File: config.mk
export PLATFORM = sky130hd
export DESIGN_NAME = boot_loader
export DESIGN_NICKNAME = d
export VERILOG_FILES = /design/src/rtl/seme4_boot_pkg.sv /design/src/rtl/boot_word_asm.sv /design/src/rtl/boot_loader.sv
export SDC_FILE = /design/constraint.sdc
export NUM_CORES = 1
export LEC_CHECK = 0
export CORE_AREA = 2 2 96 98
export DETAILED_ROUTE_END_ITERATION = 8
export DIE_AREA = 0 0 98 100
export PLACE_DENSITY = 0.78
export SYNTH_ARGS = -nofsm -noshare
export SYNTH_HDL_FRONTEND = slang
export SYNTH_SLANG_ARGS = --single-unit
File: constraint.sdc
create_clock -name clk_in -period 4 [get_ports clk_in]
set_input_delay 0.8 -clock clk_in [delete_from_list [all_inputs] [get_ports clk_in]]
set_output_delay 0.8 -clock clk_in [all_outputs]
set_load 0.01 [all_outputs]
File: src/rtl/seme4_boot_pkg.sv
// Shared definitions for the segment boot loader: FSM encoding, default
// start byte and FLAGS bit positions.
package seme4_boot_pkg;
  typedef enum logic [2:0] {
    ST_IDLE, ST_FLAGS, ST_LEN_HI, ST_LEN_LO, ST_DATA, ST_CSUM, ST_DONE
  } state_e;

  localparam logic [7:0] MAGIC_DEF = 8'hA5;
  localparam int         FLAG_SEL  = 0;
  localparam int         FLAG_LAST = 7;
  localparam int         HDR_LEN   = 4;  // MAGIC, FLAGS, LEN_HI, LEN_LO
endpackage

File: src/rtl/boot_word_asm.sv
// Byte-to-word assembler: collects 4 bytes MSB first and pulses word_valid
// combinationally alongside the 4th byte so the caller can register the write.
module boot_word_asm (
  input  logic        clk,
  input  logic        rst,
  input  logic        byte_en,
  input  logic [7:0]  byte_in,
  output logic [31:0] word,
  output logic        word_valid
);
  logic [23:0] sh_q, sh_d;
  logic [1:0]  cnt_q, cnt_d;

  always_comb begin
    sh_d  = sh_q;
    cnt_d = cnt_q;
    if (byte_en) begin
      sh_d  = {sh_q[15:0], byte_in};
      cnt_d = cnt_q + 2'd1;
    end
  end

  assign word       = {sh_q, byte_in};
  assign word_valid = byte_en && (cnt_q == 2'd3);

  always_ff @(posedge clk or posedge rst) begin
    if (rst) begin
      sh_q  <= '0;
      cnt_q <= '0;
    end else begin
      sh_q  <= sh_d;
      cnt_q <= cnt_d;
    end
  end
endmodule

File: src/rtl/boot_loader.sv
// Host-link boot loader: parses MAGIC/FLAGS/LEN/data/CSUM segments, writes
// words into instruction or data RAM and releases the CPU after the last one.
module boot_loader
  import seme4_boot_pkg::*;
#(
  parameter int         ADDR_W = 11,
  parameter logic [7:0] MAGIC  = MAGIC_DEF
) (
  input  logic              clk_in,
  input  logic              reset,
  input  logic [7:0]        in_data,
  input  logic              in_valid,
  output logic              in_ready,
  output logic              mem_we,
  output logic              mem_sel,
  output logic [ADDR_W-1:0] mem_addr,
  output logic [31:0]       mem_wdata,
  output logic              cpu_hold,
  output logic              done,
  output logic              err
);
  state_e            state_q, state_d;
  logic              we_q, we_d, sel_q, sel_d, last_q, last_d;
  logic              hold_q, hold_d, done_q, done_d, err_q, err_d;
  logic [ADDR_W-1:0] addr_q, addr_d;
  logic [31:0]       wdata_q, wdata_d;
  logic [7:0]        csum_q, csum_d;
  logic [15:0]       rem_q, rem_d;
  logic              acc, byte_en, word_valid;
  logic [31:0]       word;

  assign in_ready = (state_q != ST_DONE);
  assign acc      = in_valid && in_ready;
  assign byte_en  = acc && (state_q == ST_DATA);

  boot_word_asm u_asm (
    .clk(clk_in), .rst(reset), .byte_en(byte_en), .byte_in(in_data),
    .word(word), .word_valid(word_valid)
  );

  always_comb begin
    state_d = state_q;
    we_d    = 1'b0;
    sel_d   = sel_q;
    last_d  = last_q;
    hold_d  = hold_q;
    done_d  = done_q;
    err_d   = err_q;
    addr_d  = addr_q;
    wdata_d = wdata_q;
    csum_d  = csum_q;
    rem_d   = rem_q;
    // Advance the address once the write cycle has been presented.
    if (we_q) addr_d = addr_q + 1'b1;
    if (acc) begin
      unique case (state_q)
        ST_IDLE: if (in_data == MAGIC) begin
          state_d = ST_FLAGS;
          err_d   = 1'b0;
          csum_d  = '0;
        end
        ST_FLAGS: begin
          sel_d   = in_data[FLAG_SEL];
          last_d  = in_data[FLAG_LAST];
          csum_d  = csum_q ^ in_data;
          addr_d  = '0;
          state_d = ST_LEN_HI;
        end
        ST_LEN_HI: begin
          rem_d   = {in_data, 8'h00};
          csum_d  = csum_q ^ in_data;
          state_d = ST_LEN_LO;
        end
        ST_LEN_LO: begin
          rem_d   = {rem_q[15:8], in_data};
          csum_d  = csum_q ^ in_data;
          state_d = ({rem_q[15:8], in_data} == 16'd0) ? ST_CSUM : ST_DATA;
        end
        ST_DATA: begin
          csum_d = csum_q ^ in_data;
          if (word_valid) begin
            we_d    = 1'b1;
            wdata_d = word;
            rem_d   = rem_q - 16'd1;
            if (rem_q == 16'd1) state_d = ST_CSUM;
          end
        end
        ST_CSUM: begin
          if (in_data == csum_q) begin
            if (last_q) begin
              state_d = ST_DONE;
              done_d  = 1'b1;
              hold_d  = 1'b0;
            end else begin
              state_d = ST_IDLE;
            end
          end else begin
            err_d   = 1'b1;
            state_d = ST_IDLE;
          end
        end
        default: ;
      endcase
    end
  end

  always_ff @(posedge clk_in or posedge reset) begin
    if (reset) begin
      state_q <= ST_IDLE;
      we_q    <= 1'b0;
      sel_q   <= 1'b0;
      last_q  <= 1'b0;
      hold_q  <= 1'b1;
      done_q  <= 1'b0;
      err_q   <= 1'b0;
      addr_q  <= '0;
      wdata_q <= '0;
      csum_q  <= '0;
      rem_q   <= '0;
    end else begin
      state_q <= state_d;
      we_q    <= we_d;
      sel_q   <= sel_d;
      last_q  <= last_d;
      hold_q  <= hold_d;
      done_q  <= done_d;
      err_q   <= err_d;
      addr_q  <= addr_d;
      wdata_q <= wdata_d;
      csum_q  <= csum_d;
      rem_q   <= rem_d;
    end
  end

  assign mem_we    = we_q;
  assign mem_sel   = sel_q;
  assign mem_addr  = addr_q;
  assign mem_wdata = wdata_q;
  assign cpu_hold  = hold_q;
  assign done      = done_q;
  assign err       = err_q;
endmodule

# Yosys cells after proc, flatten, opt, wreduce, memory -nomap -nowiden
# Cells that the tools add are included.
[word_totals]
reg_bits = 102
latchBits = 0
mem_bits_rw = 0
romBits = 0
output_inout_bits = 49
mem_count = 0
[op_classes]
addsub = 3
mul = 0
div = 0
order_cmp = 0
n_eq_ne = 14
shifts = 0
n_mux = 20
bitwise = 2
reduce_logical = 19
[op_table]
columns = ["cell", "n"]
rows = [
  ["$pmux W16 S3", 1],
  ["$mux W11", 3],
  ["$pmux W3 S6", 1],
  ["$eq A16 B1 Y1 const B", 1],
  ["$logic_not A16 Y1", 1],
  ["$mux W16", 1],
  ["$pmux W8 S2", 1],
  ["$sub A16 B1 Y16 const B", 1],
  ["$mux W3", 5],
  ["$reduce_and A4 Y1", 3],
  ["$add A11 B1 Y11 const B", 1],
  ["$reduce_and A3 Y1", 3],
  ["$eq A8 B8 Y1", 1],
  ["$eq A8 B8 Y1 const B", 1],
  ["$mux W8", 1],
  ["$xor A8 B8 Y8", 1],
  ["$eq A3 B2 Y1 const B", 2],
  ["$eq A3 B3 Y1 const B", 2],
  ["$mux W1", 6],
  ["$reduce_bool A2 Y1", 3],
  ["$reduce_bool A6 Y1", 1],
  ["$reduce_and A5 Y1", 1],
  ["$ne A2 B1 Y1 const B", 2],
  ["$ne A2 B2 Y1 const B", 2],
  ["other kinds (11)", 13],
]

# Depth between registers and ports, before layout
# Gate-level depths: netlist (run 1).
[logic_depth]
ltp_word = 7
mapped_depth = 7

# Cells and area by module
# Synthesis (run 1) repeated with hierarchy kept, for this count alone.
[unflattened]
cells_unflattened = 429
hier_area_um2 = 4951.0
[by_module_without_submodules]
columns = ["mod", "n_inst", "cells_each", "area_per_inst_um2", "seq_area_each_um2"]
rows = [
  ["boot_loader", 1, 363, 3808.7, 1903.1],
  ["boot_word_asm", 1, 66, 1142.3, 650.6],
]

# Least setup slack after synthesis (run 1)
# OpenSTA, ideal clock, no wires.
[synth_timing]
path_type = "in2reg"
start = "in in_data[1]"
end = "reg csum_q[0]"
arrival_ns = 1.973
t_required_ns = 3.871
setup_slack_ns = 1.898
stages = 6
path_buffers = 1
path_cell_list = "clkbuf_1 > nor4_1 > a2111o_1 > nand3_1 > o21ai_0 > o21ai_0"
[synth_between]
elab_chain_len = 3
[synth_rtl]
columns = ["item", "line_no", "rtl"]
rows = [
  ["start, declared", "boot_loader.sv:11", "input logic [7:0] in_data,"],
  ["$eq A8 B8 Y1", "boot_loader.sv:57", "ST_IDLE: if (in_data == MAGIC) begin"],
  ["$ne A2 B2 Y1 (no line)", "--", ""],
  ["$reduce_and A3 Y1 (no line)", "--", ""],
  ["end signal, assigned", "boot_loader.sv:130", "csum_q <= csum_d;"],
  ["end, declared", "boot_loader.sv:27", "logic [7:0] csum_q, csum_d;"],
]
# No other way between the ends.
# A chain may end at the register's enable or synchronous reset.

# Worst setup path in the final report (run 1)
[layout_timing]
start = "reg state_q[2]"
end = "out in_ready"
[layout_between]
elab_chain_len = 1
[layout_rtl]
columns = ["item", "line_no", "rtl"]
rows = [
  ["start, declared", "boot_loader.sv:22", "state_e state_q, state_d;"],
  ["start signal, assigned", "boot_loader.sv:121", "state_q <= state_d;"],
  ["$ne A3 B3 Y1", "boot_loader.sv:32", "assign in_ready = (state_q != ST_DONE);"],
  ["end, declared", "boot_loader.sv:13", "output logic in_ready,"],
]
# No other way between the ends.

==> flow_summary_export.csv, run 1 <==
group,metric,value,unit
detailed_routing,detail_route.iter0.violations,446,
global_route,groute.usage.overall,21.8,%
setup_path,r2r_start,"state_q[2]",
floorplanning,start_util,52.7,%
setup_path,reg2reg_to,"rem_q[11]",
cts,clock_latency,0.37,ns
status,status,"finished clean",
worst_hold_path,hp-class,"register to register",
floorplanning,die_width,98,um
timing,setup_total_negative_slack,0,ns
cells_and_area,design_area,5600,um2
detailed_routing,drtPass1Iterations,5,
cells_and_area,layout-area-overhead-vs-synth,19.4,%
global_route,gr-total-overflow,0,
timing,grt_setup_unrepaired,"false",
setup_path,slack_of_the_worst_reg_to_reg_path,1.58,ns
synthesis,ys_seq_elements,102,
synthesis,synthesis.instances,421,
setup_path,timing.critical_path.arrival,2.01,ns
cts,holdBufCountCts,0,
timing,max_slew.worst_pin.slew,0.955,ns
synthesis,synthFlopType,"dfrtp_1",
setup_path,critical_path.cell_chain,"nor2b_1 > nand2_1 > clkdlybuf4s50_1",
floorplanning,fp.dieArea,9800,um2
cells_and_area,antenna_cells,0,
synthesis,yosys.cell_types.count,48,
placement,portBuffers,59,
cts,numClockSinks,102,
cells_and_area,final-instance-count-excl-fill,587,
setup_path,worstPathRequired,3.20,ns
cells_and_area,final_nets,486,
setup_path,critPathMaxFanout,15,
timing,setup_viol,0,
timing,maxClockFrequency,355,MHz
global_route,grt_antenna_before_repair,0,
detailed_routing,vias,3419,
setup_path,max_stage_delay,0.62,ns
global_route,grt_max_degree,103,
placement,placement.setup.worst_slack,1.13,ns
cts,cts_post_setup_buffers_inserted,0,
floorplanning,die_height,100,um
detailed_routing,wl_per_cell,17.3,um
cts,cts.root.buffer_cell,"clkbuf_8",
synthesis,synth_top_cells_by_count,"dfrtp_1, mux2_2, o21ai_0",
placement,routabilityCongestion,0.861,
timing,slew_headroom,35.9,%
cts,cts.reportedPaths.clkPinSlew,0.11,ns
worst_hold_path,hold-path-cell-count,1,
detailed_routing,final_antenna_net_count,0,
placement,dp_hpwl,6810,um
cts,maximum_level_of_the_cts_h_tree,3,
timing,final.period_utilization,70.3,%
setup_path,worstSetupEndpointType,"output pin",
synthesis,synth.yosys.warnings,0,
floorplanning,floorplan.io_pins,60,
synthesis,synthesis.nets,436,
synthesis,synth_edf_count,0,
global_route,grt_pass1_wl,17100,um
synthesis,synthesis.area,4680,um2
timing,report.final.slew_viol_count,0,
global_route,via_count_of_the_first_global_routing_pass,3314,
cts,cts_tree,"built",
worst_hold_path,holdPathEnd,"cpu_hold",
setup_path,timing_worst_setup_path_type,"register to output pin",
cts,cts_resized,0,
timing,final_hold_viol_count,0,
cells_and_area,fraction_of_layout_cells_with_a_size_suffix_above_1,18.7,%
detailed_routing,vias_per_cell,5.82,
cts,tritoncts.num_buffers,9,
cts,clock_tree_buf_depth,2,
power,p_per_area,736,nW/um2
power,power.static_leakage,2.46,nW
synthesis,synth-async-reset-ratio,100,%
flow_run,max_capacitance_violation_total,0,
setup_path,start_kind,"register",
floorplanning,coreArea,8890,um2
placement,placed_area,5360,um2
placement,placedCellCount,571,
timing,finClkSkew,0.0119,ns
detailed_routing,detail_route.wirelength,10200,um
synthesis,synth.most_common_cell,"dfrtp_1",
worst_hold_path,min_from,"cpu_hold",
synthesis,yosys-top-cells-area,"dfrtp_1, mux2_2, o21ai_0",
synthesis,synth_area_leader_cell,"dfrtp_1",
synthesis,sequential_area_share_after_synthesis,54.5,%
timing,finalCriticalPeriod,2.81,ns
synthesis,post-synth-top-area-fraction,54.0,%
floorplanning,placement_rows,35,
setup_path,timing.critical_path.slowest_stage_cell,"dfrtp_1",
power,vdd.ir_drop.worst,0.375,mV
synthesis,syn-mean-instance-area,11.1,um2
detailed_routing,route.detailed.drc,0,
setup_path,timing.reg2reg.worst_path_depth,5,
timing,setup_ws,1.19,ns
## layout make-up
type	count	area, um2
clock inverter	7	114
inverter	10	40.0
fill	690	3290
multi-input combinational	285	1990
timing repair buffer	63	633
sequential	102	2550
clock buffer	9	124
tap	111	139
## worst max-delay path, delay by kind of cell (launching register included)
family / cells / cell delay [ns]
and+or+nand+nor: 2 / 0.53
DFF: 1 / 0.62
buffers and inverters: 1 / 0.49
## state kept, by name, indices dropped and copies added (netlist names)
signal and count:
done 1, rem_q 16, u_asm.cnt_q 2, state_q 3, mem_addr 11, mem_sel 1, cpu_hold 1, mem_wdata 32
u_asm.sh_q 24, mem_we 1, last_q 1, csum_q 8, err 1
## cell families after synthesis
| logic type | count (synthesis) | share of synthesized area [%] |
|---|---|---|
| AND/OR/NAND/NOR | 113 | 12.3 |
| adder cells (fa/ha/maj) | 4 | 1.07 |
| AO/OA/AOI/OAI | 89 | 11.2 |
| buffers and inverters | 34 | 2.96 |
| multiplexers | 60 | 14.4 |
| XOR/XNOR | 19 | 3.55 |
| flip-flops | 102 | 54.5 |
## worst max-delay path by stage
stage	startpoint	to	slack (ns)	depth (start not counted)
floorplan	reset	csum_q[0]	0.53	1
global placement	in_data[1]	csum_q[4]	1.20	6
detailed placement	in_data[1]	csum_q[2]	1.13	6
CTS	state_q[2]	in_ready	1.21	3
global route	state_q[2]	in_ready	1.11	3
finish	state_q[2]	in_ready	1.19	3
## per-stage QoR
step / hold WS, ns / util, % / total power, W
finish: 0.472 / 62.9 / 0.00412
CTS: 0.473 / 62.9 / 0.00413
detailed placement: 0.462 / 60.3 / 0.00337
global placement: 0.448 / 60.3 / 0.00331
floorplan: 0.448 / - / 0.00273
global route: 0.476 / 62.9 / 0.00438
## cell usage in the layout, fill, tap and decap left out, types with 9 or more instances in the layout
cell             instances
a21oi_1                 13
o21ai_0                 49
dfrtp_1                101
clkbuf_8                 9
xor2_1                   9
nand2_1                 19
mux2_2                  59
xnor2_1                 10
clkdlybuf4s50_1         59
nor2_1                  42
## routing by layer
layer	GRT usage, %	wire, um	vias up
met2	35.1	4860	126
met3	5.15	604	18
li1	-	-	1588
met1	30.1	4540	1687
met5	0	0	-
met4	6.09	155	0
## power breakdown
part	internal [W]	switching, W	leakage [nW]	total (W)
Sequential	0.00144	0.000348	1.32	0.00179
Combinational	0.000796	0.000780	1.02	0.00158
Clock	0.000367	0.000389	0.119	0.000756
Total	0.00260	0.00152	2.46	0.00412
Note: power is estimated with default switching activity, not from simulation.
==> run 2: changes to the inputs <==
==> constraint.sdc (replaced) <==
create_clock -name clk_in -period 2.6 [get_ports clk_in]
set_input_delay 0.52 -clock clk_in [delete_from_list [all_inputs] [get_ports clk_in]]
set_output_delay 0.52 -clock clk_in [all_outputs]
set_load 0.01 [all_outputs]
==> flow_summary_export.csv, run 2 (synthesis results as in run 1) <==
group,metric,value,unit
timing,max_slew.worst_pin.slew,0.921,ns
global_route,gr-total-overflow,0,
setup_path,worstPathRequired,2.08,ns
global_route,met2_usage,33.8,%
timing,final.period_utilization,91.5,%
cts,cts_post_setup_buffers_inserted,0,
setup_path,timing.critical_path.arrival,1.86,ns
placement,dp_hpwl,7000,um
floorplanning,floorplan.io_pins,60,
cts,numClockSinks,102,
cells_and_area,final_nets,501,
cells_and_area,layout-area-overhead-vs-synth,22.7,%
detailed_routing,vias,3448,
cells_and_area,fraction_of_layout_cells_with_a_size_suffix_above_1,21.2,%
timing,setup_total_negative_slack,0,ns
setup_path,crit_path_start,"state_q[0]",
cts,maximum_level_of_the_cts_h_tree,3,
detailed_routing,drtPass1Iterations,5,
global_route,groute.usage.overall,21.4,%
global_route,global_route.usage.met3,6.13,%
cells_and_area,most_common_cell_after_layout_fill_and_taps_aside,"dfrtp_1",
floorplanning,die_width,98,um
worst_hold_path,hp-class,"register to register",
timing,final_hold_viol_count,0,
timing,final_hold_slack,0.471,ns
setup_path,endpoint,"in_ready",
setup_path,r2r_start,"state_q[1]",
detailed_routing,detail_route.iter0.violations,345,
placement,placement.setup.worst_slack,0.247,ns
cells_and_area,final_cell_mix,"dfrtp_1, mux2_2, clkdlybuf4s50_1, o21ai_0, nor2_1",
setup_path,timing.reg2reg.worst_path_depth,5,
setup_path,worstSetupEndpointType,"output pin",
floorplanning,die_height,100,um
timing,finalCriticalPeriod,2.38,ns
setup_path,reg2reg_to,"rem_q[11]",
timing,maxClockFrequency,420,MHz
setup_path,critPathMaxFanout,11,
placement,routabilityCongestion,0.874,
cts,clock_latency,0.37,ns
cells_and_area,filler_cell_count,678,
global_route,grt_max_degree,51,
cts,cts_resized,0,
setup_path,start_kind,"register",
detailed_routing,route.detailed.drc,0,
global_route,grt_pass1_wl,16800,um
global_route,grt_antenna_before_repair,0,
power,vdd.ir_drop.worst,0.669,mV
detailed_routing,final_antenna_net_count,0,
cells_and_area,number_of_flip_flops_in_the_largest_register,32,
status,status,"finished clean",
detailed_routing,vias_per_cell,5.73,
timing,setup_ws,0.220,ns
cts,clock_tree_buf_depth,2,
global_route,routing_layer_with_the_top_usage_in_global_route,"met2",
timing,slew_headroom,38.2,%
power,p_per_area,1110,nW/um2
floorplanning,fp.dieArea,9800,um2
global_route,global_route_met1_usage,29.6,%
timing,report.final.slew_viol_count,0,
floorplanning,coreArea,8890,um2
flow_run,max_capacitance_violation_total,0,
cts,cts_tree,"built",
timing,grt_setup_unrepaired,"false",
detailed_routing,wl_per_cell,16.9,um
power,power.static_leakage,2.54,nW
floorplanning,start_util,52.7,%
timing,setup_viol,0,
cts,tritoncts.num_buffers,9,
global_route,via_count_of_the_first_global_routing_pass,3411,
detailed_routing,detail_route.wirelength,10200,um
timing,finClkSkew,0.00819,ns
cts,cts.root.buffer_cell,"clkbuf_8",
cts,holdBufCountCts,0,
placement,portBuffers,59,
cts,cts.reportedPaths.clkPinSlew,0.11,ns
setup_path,slack_of_the_worst_reg_to_reg_path,0.41,ns
floorplanning,placement_rows,35,
cells_and_area,antenna_cells,0,
worst_hold_path,min_from,"cpu_hold",
setup_path,timing_worst_setup_path_type,"register to output pin",
-- run 2: power breakdown --
part,internal [W],switching (W)
registers,0.00221,0.000503
clock network,0.000567,0.000610
logic,0.00128,0.00121
total,0.00406,0.00232
-- run 2: worst min-delay path by stage --
stage                                 to  cells after the start
after floorplan           u_asm.cnt_q[0]                      1
after global placement          cpu_hold                      1
after detailed placement        cpu_hold                      1
after CTS                       cpu_hold                      1
after global routing            cpu_hold                      1
final                           cpu_hold                      1
-- run 2: worst max-delay path, cell delays in order (launching register included) --
cell and delay (ns):
dfrtp_1 0.51, nor2b_1 0.40, nand2_1 0.10, clkdlybuf4s50_1 0.49
-- run 2: through the flow --
| stage | utilization [%] | instances | instance area, um2 | power, W |
|---|---|---|---|---|
| 3_5_place_dp | 62.0 | 586 | 5510 | 0.00521 |
| 4_1_cts | 64.7 | 602 | 5750 | 0.00639 |
| 2_1_floorplan | - | 421 | 4690 | 0.00420 |
| 3_3_place_gp | 62.0 | 586 | 5510 | 0.00510 |
| 6_report | 64.7 | 602 | 5750 | 0.00638 |
| 5_1_grt | 64.7 | 602 | 5750 | 0.00679 |
-- run 2: layer usage --
layer | vias to the layer above | wire [um]
met5 | - | 0
met4 | 0 | 155
met3 | 21 | 726
met2 | 133 | 4650
met1 | 1686 | 4640
li1 | 1608 | -
-- run 2: area by class of cell --
| type | instances | area (um2) | area share [%] |
|---|---|---|---|
| Sequential cell | 102 | 2550 | 44.4 |
| Multi-Input combinational cell | 285 | 1990 | 34.7 |
| Timing Repair Buffer | 78 | 783 | 13.6 |
| Tap cell | 111 | 139 | 2.42 |
| Clock buffer | 9 | 124 | 2.15 |
| Clock inverter | 7 | 115 | 2.00 |
| Inverter | 10 | 41.3 | 0.718 |
